### config.mk
export PLATFORM = sky130hd
export DESIGN_NAME = noc_injector
export DESIGN_NICKNAME = d
export VERILOG_FILES = /design/src/rtl/noc_injector.sv
export SDC_FILE = /design/constraint.sdc
export NUM_CORES = 1
export LEC_CHECK = 0
export BUFFER_PORTS_ARGS = -buffer_cell sky130_fd_sc_hd__buf_2
export CORE_MARGIN = 5
export CORE_UTILIZATION = 40
export CTS_CLUSTER_DIAMETER = 100
export CTS_CLUSTER_SIZE = 20
export DETAILED_ROUTE_END_ITERATION = 6
export PLACE_DENSITY = 0.72
export RECOVER_POWER = 100
export SLEW_MARGIN = 30
export SYNTH_ARGS = -nofsm -noshare
export SYNTH_HDL_FRONTEND = slang
export SYNTH_SLANG_ARGS = --single-unit
### constraint.sdc
create_clock -name clk -period 3.34 [get_ports clk]
set_input_delay 0.334 -clock clk [delete_from_list [all_inputs] [get_ports clk]]
set_output_delay 0.334 -clock clk [all_outputs]
set_load 0.01 [all_outputs]
### src/rtl/noc_injector.sv
// Network-interface transmitter: turns core packets into head/body/tail flits on
// one router input port, gated by per-VC credits, buffer ready and VC lock.
module noc_injector #(
  parameter int DATA_W    = 64,
  parameter int VCH_N     = 2,
  parameter int VCH_W     = 1,
  parameter int BUF_DEPTH = 4,
  parameter int ARRAY_W   = 3
) (
  input  logic                clk,
  input  logic                rst,
  input  logic                src_valid,
  output logic                src_ready,
  input  logic [DATA_W-3:0]   src_data,
  input  logic                src_last,
  input  logic [VCH_W-1:0]    src_vch,
  input  logic [ARRAY_W-1:0]  src_dst_x,
  input  logic [ARRAY_W-1:0]  src_dst_y,
  output logic [DATA_W-1:0]   odata,
  output logic                ovalid,
  output logic [VCH_W-1:0]    ovch,
  input  logic [VCH_N-1:0]    iack,
  input  logic [VCH_N-1:0]    irdy,
  input  logic [VCH_N-1:0]    ilck,
  output logic                busy,
  output logic                err
);

  localparam int CRED_W = $clog2(BUF_DEPTH + 1);

  localparam logic [0:0] S_IDLE = 1'b0;
  localparam logic [0:0] S_BODY = 1'b1;

  localparam logic [1:0] FT_HEAD = 2'b01;
  localparam logic [1:0] FT_BODY = 2'b10;
  localparam logic [1:0] FT_TAIL = 2'b11;

  logic [0:0]        state_q,   state_d;
  logic [VCH_W-1:0]  cur_vch_q, cur_vch_d;
  logic [DATA_W-1:0] odata_q,   odata_d;
  logic              ovalid_q,  ovalid_d;
  logic [VCH_W-1:0]  ovch_q,    ovch_d;
  logic              err_q,     err_d;
  logic [CRED_W-1:0] credit_q [VCH_N];
  logic [CRED_W-1:0] credit_d [VCH_N];

  logic [VCH_N-1:0]  can_send_s;
  logic              start_s;
  logic              fire_s;
  logic              send_s;
  logic [VCH_W-1:0]  send_vch_s;
  logic [DATA_W-3:0] head_payload_s;

  always_comb begin
    for (int v = 0; v < VCH_N; v++) begin
      can_send_s[v] = (credit_q[v] != '0) && irdy[v];
    end
    // In IDLE the first beat is only peeked; its vch/dst choose the head flit.
    start_s    = (state_q == S_IDLE) && src_valid && !ilck[src_vch] && can_send_s[src_vch];
    fire_s     = (state_q == S_BODY) && src_valid && can_send_s[cur_vch_q];
    send_s     = start_s || fire_s;
    send_vch_s = start_s ? src_vch : cur_vch_q;

    head_payload_s = '0;
    head_payload_s[ARRAY_W-1:0]         = src_dst_x;
    head_payload_s[2*ARRAY_W-1:ARRAY_W] = src_dst_y;
  end

  always_comb begin
    state_d   = state_q;
    cur_vch_d = cur_vch_q;
    odata_d   = odata_q;
    ovch_d    = ovch_q;
    ovalid_d  = 1'b0;
    case (state_q)
      S_IDLE: begin
        if (start_s) begin
          state_d   = S_BODY;
          cur_vch_d = src_vch;
          odata_d   = {FT_HEAD, head_payload_s};
          ovch_d    = src_vch;
          ovalid_d  = 1'b1;
        end
      end
      S_BODY: begin
        if (fire_s) begin
          odata_d  = {(src_last ? FT_TAIL : FT_BODY), src_data};
          ovch_d   = cur_vch_q;
          ovalid_d = 1'b1;
          if (src_last) begin
            state_d = S_IDLE;
          end
        end
      end
      default: begin
        state_d = S_IDLE;
      end
    endcase
  end

  // Send and ack on the same VC cancel; an ack at full credit saturates and flags err.
  always_comb begin
    err_d = err_q;
    for (int v = 0; v < VCH_N; v++) begin
      credit_d[v] = credit_q[v];
      if (iack[v] && !(send_s && (send_vch_s == VCH_W'(v)))) begin
        if (credit_q[v] == CRED_W'(BUF_DEPTH)) begin
          err_d = 1'b1;
        end else begin
          credit_d[v] = credit_q[v] + CRED_W'(1);
        end
      end else if (!iack[v] && send_s && (send_vch_s == VCH_W'(v))) begin
        credit_d[v] = credit_q[v] - CRED_W'(1);
      end
    end
  end

  always_ff @(posedge clk) begin
    if (rst) begin
      state_q   <= S_IDLE;
      cur_vch_q <= '0;
      odata_q   <= '0;
      ovalid_q  <= 1'b0;
      ovch_q    <= '0;
      err_q     <= 1'b0;
      for (int v = 0; v < VCH_N; v++) begin
        credit_q[v] <= CRED_W'(BUF_DEPTH);
      end
    end else begin
      state_q   <= state_d;
      cur_vch_q <= cur_vch_d;
      odata_q   <= odata_d;
      ovalid_q  <= ovalid_d;
      ovch_q    <= ovch_d;
      err_q     <= err_d;
      for (int v = 0; v < VCH_N; v++) begin
        credit_q[v] <= credit_d[v];
      end
    end
  end

  assign src_ready = (state_q == S_BODY) && can_send_s[cur_vch_q];
  assign odata     = odata_q;
  assign ovalid    = ovalid_q;
  assign ovch      = ovch_q;
  assign busy      = (state_q == S_BODY);
  assign err       = err_q;

endmodule

==> impl_metrics.toml <==
[run_status]
status = "completed"

[pwr]
p_sw_mw = 0.467
leakage_nw = 1.52
powerDensity_mw_per_mm2 = 524
pwr-share-clk_pct = 42.1
p_sw_share_pct = 23.4
vdd_ir_drop_max_uv = 240
intPower_mw = 1.53
combPwrFrac_pct = 10.5
pwr-share-seq_pct = 47.4

[clock_tree]
cts_root_buffer = "clkbuf_8"
clkTransAtPathRegs_ns = 0.08
clkLatencyLatePin_ns = 0.33
cts_made_buffers = 9
postCtsSetupRepairBufs = 0
cts.sinks = 75
tritoncts = "done"
clock_path_buffers = 2
hold_buffers = 0
htree_levels = 3
postCtsResizedCells = 0

[detailed_routing]
routedWlPerCell_um = 14.3
detail-route-antenna-nets = 0
drt-initial-drc-count = 127
viasPerCell = 5.08
wl_um = 7790
dr.pass1.iters = 4
vias = 2774
drc_errors = 0

[yosys]
async_reset_ff_share_pct = 0
yosysUniqueCellTypes = 43
synth_seq_cells = 75
synth_enable_flop_cells = 0
seq_area_frac_synth_pct = 51.9
syn_area_mm2 = 0.00289
synthMostInstantiatedCell = "nor2_1"
synth_common_cells = "77 x nor2_1, 75 x dfxtp_1, 56 x a22oi_1"
synth_top_area_cell = "dfxtp_1"
synth_area_leaders = "dfxtp_1 52%, a22oi_1 15%, nor2_1 10%"
synth_warnings = 0
synth_fp_nets = 386
ys.flop_type = "dfxtp_1"
netlist.area_leader.share_pct = 51.9
syn_inst = 305
syn_avg_cell_area_um2 = 9.48

[placement]
routabilityCongestion = 0.820
portBuffers = 147
place_hpwl_um = 5580

[critical_path]
cp_max_fo = 33
path_class = "reg -> reg"
r2r_start = "credit_q[0][5]$_SDFFE_PP1P_"
end_kind = "register"
critPathLaunchType = "register"
worstPathArrival_ns = 3.21
startpoint = "credit_q[0][5]$_SDFFE_PP1P_"
cp_data_required_time_ns = 3.61

[die]
placementRows = 31
start_util_pct = 40.5
coreArea_mm2 = 0.00714
die_h_um = 95.0
die_x_um = 95.0
dieArea_mm2 = 0.00903
ios = 148

[finish]
num_antenna_cells = 0
areaGrowthSynthToFinish_pct = 31.6
seqCellArea_mm2 = 0.00150
drive_gt1_share_pct = 22.6
fillers = 735
nets = 524
multi_input_area_mm2 = 0.00125

[global_routing]
grt_util_all_layers_pct = 16.6
grt_pass1_vias = 2726
grt-ovfl-total = 0
grt_start_max_net_pins = 44
grt_pass1_wl_um = 12000
grt_antenna_before_repair = 0

[sta]
final.setup.tns_ns = 0
tightest_slew_ns = 1.26
clock_skew_ns = 0.00861
fin_crit_sh_pct = 88.0
slew_viol_final = 0
post-route-min-period_ns = 2.94
whs_ns = 0.244
relSlewSlack_pct = 16.2
fmax_mhz = 340
setup-violations-final = 0
hold_viol = 0
rsz0062_at_grt = "false"

[worst_hold_path]
hold_path.class = "in -> reg"
hold_start = "src_data[57]"

[job]
drv_cap = 0
## layout make-up
| type | count | area share (%) |
|---|---|---|
| tap | 99 | 3.25 |
| inverter | 2 | 0.197 |
| multi-input combinational | 203 | 32.9 |
| clock inverter | 4 | 2.60 |
| sequential | 75 | 39.4 |
| timing repair buffer | 152 | 17.9 |
| clock buffer | 11 | 3.71 |
## critical path, stage by stage, from the launching register on
cell,delay [ns]
dfxtp_1,0.35
or3_1,0.42
o2bb2ai_1,0.21
a22oi_2,0.25
buf_4,0.36
nand2b_1,0.24
nand2_1,0.09
fa_1,0.38
and3_1,0.18
mux2i_1,0.17
mux2i_1,0.19
## layout by cell type (no fill, tap or decap), types with 2 or more instances in the layout
cell	netlist	final
clkbuf_8	0	10
buf_2	5	78
nor2b_1	4	4
and2_1	2	2
a21boi_0	2	2
bufinv_16	0	3
and3_1	2	2
mux2_1	1	2
clkbuf_1	17	71
nor2_1	77	77
inv_1	2	2
a22oi_1	56	56
mux2i_1	11	11
fa_1	2	2
nor3_1	2	2
dfxtp_1	75	75
buf_4	1	3
a21oi_1	3	3
nand2_1	12	12
a211oi_1	6	6
## per-layer routing
layer	vias to the layer above	GRT usage, %	routed length (um)
li1	1361	-	-
met1	1300	19.0	3330
met2	102	28.5	3710
met3	11	5.21	618
met4	0	6.61	121
met5	-	0	0
## worst paths after layout
kind                            depth (start not counted)  slack (ns)                           to
worst max-delay path                                   10        0.40  credit_q[0][5]$_SDFFE_PP1P_
worst max register to register                         10        0.40  credit_q[0][5]$_SDFFE_PP1P_
worst min register to register                          2        0.50        odata[4]$_SDFFE_PP0P_
worst min-delay path                                    3        0.24       odata[57]$_SDFFE_PP0P_
## power groups by stage
stage	Combinational, mW	Sequential (mW)	Clock (mW)
2_1_floorplan	0.122	0.969	0
3_3_place_gp	0.212	0.964	0
3_5_place_dp	0.217	0.965	0
4_1_cts	0.219	0.944	0.863
5_1_grt	0.234	0.950	0.903
6_report	0.210	0.945	0.841
## sequential cells by signal (all words and copies together) (netlist names)
signal,cells
ovalid,1
cur_vch_q,1
busy,1
credit_q,6
err,1
odata,64
ovch,1
## logic make-up (layout without fill, tap and decap cells)
group / after synthesis / after routing / share of synthesized area [%]
mux: 14 / 14 / 5.10
buf+inv: 27 / 169 / 4.11
simple gates: 107 / 107 / 15.8
xor+xnor: 1 / 1 / 0.303
fa+ha+maj: 2 / 2 / 1.38
compound gates: 79 / 79 / 21.4
flops: 75 / 75 / 51.9
## metrics by stage
stage	power, mW	setup WS [ns]	std cells	cell area, um2	utilization (%)
global route	2.09	0.147	546	3810	53.3
CTS	2.03	0.468	546	3920	54.9
global placement	1.18	0.594	531	3680	51.6
detailed placement	1.18	0.502	531	3680	51.6
finish	2.00	0.401	546	3810	53.3
floorplan	1.09	0.762	305	2890	-
No activity file was read; power rests on OpenSTA's default activity.
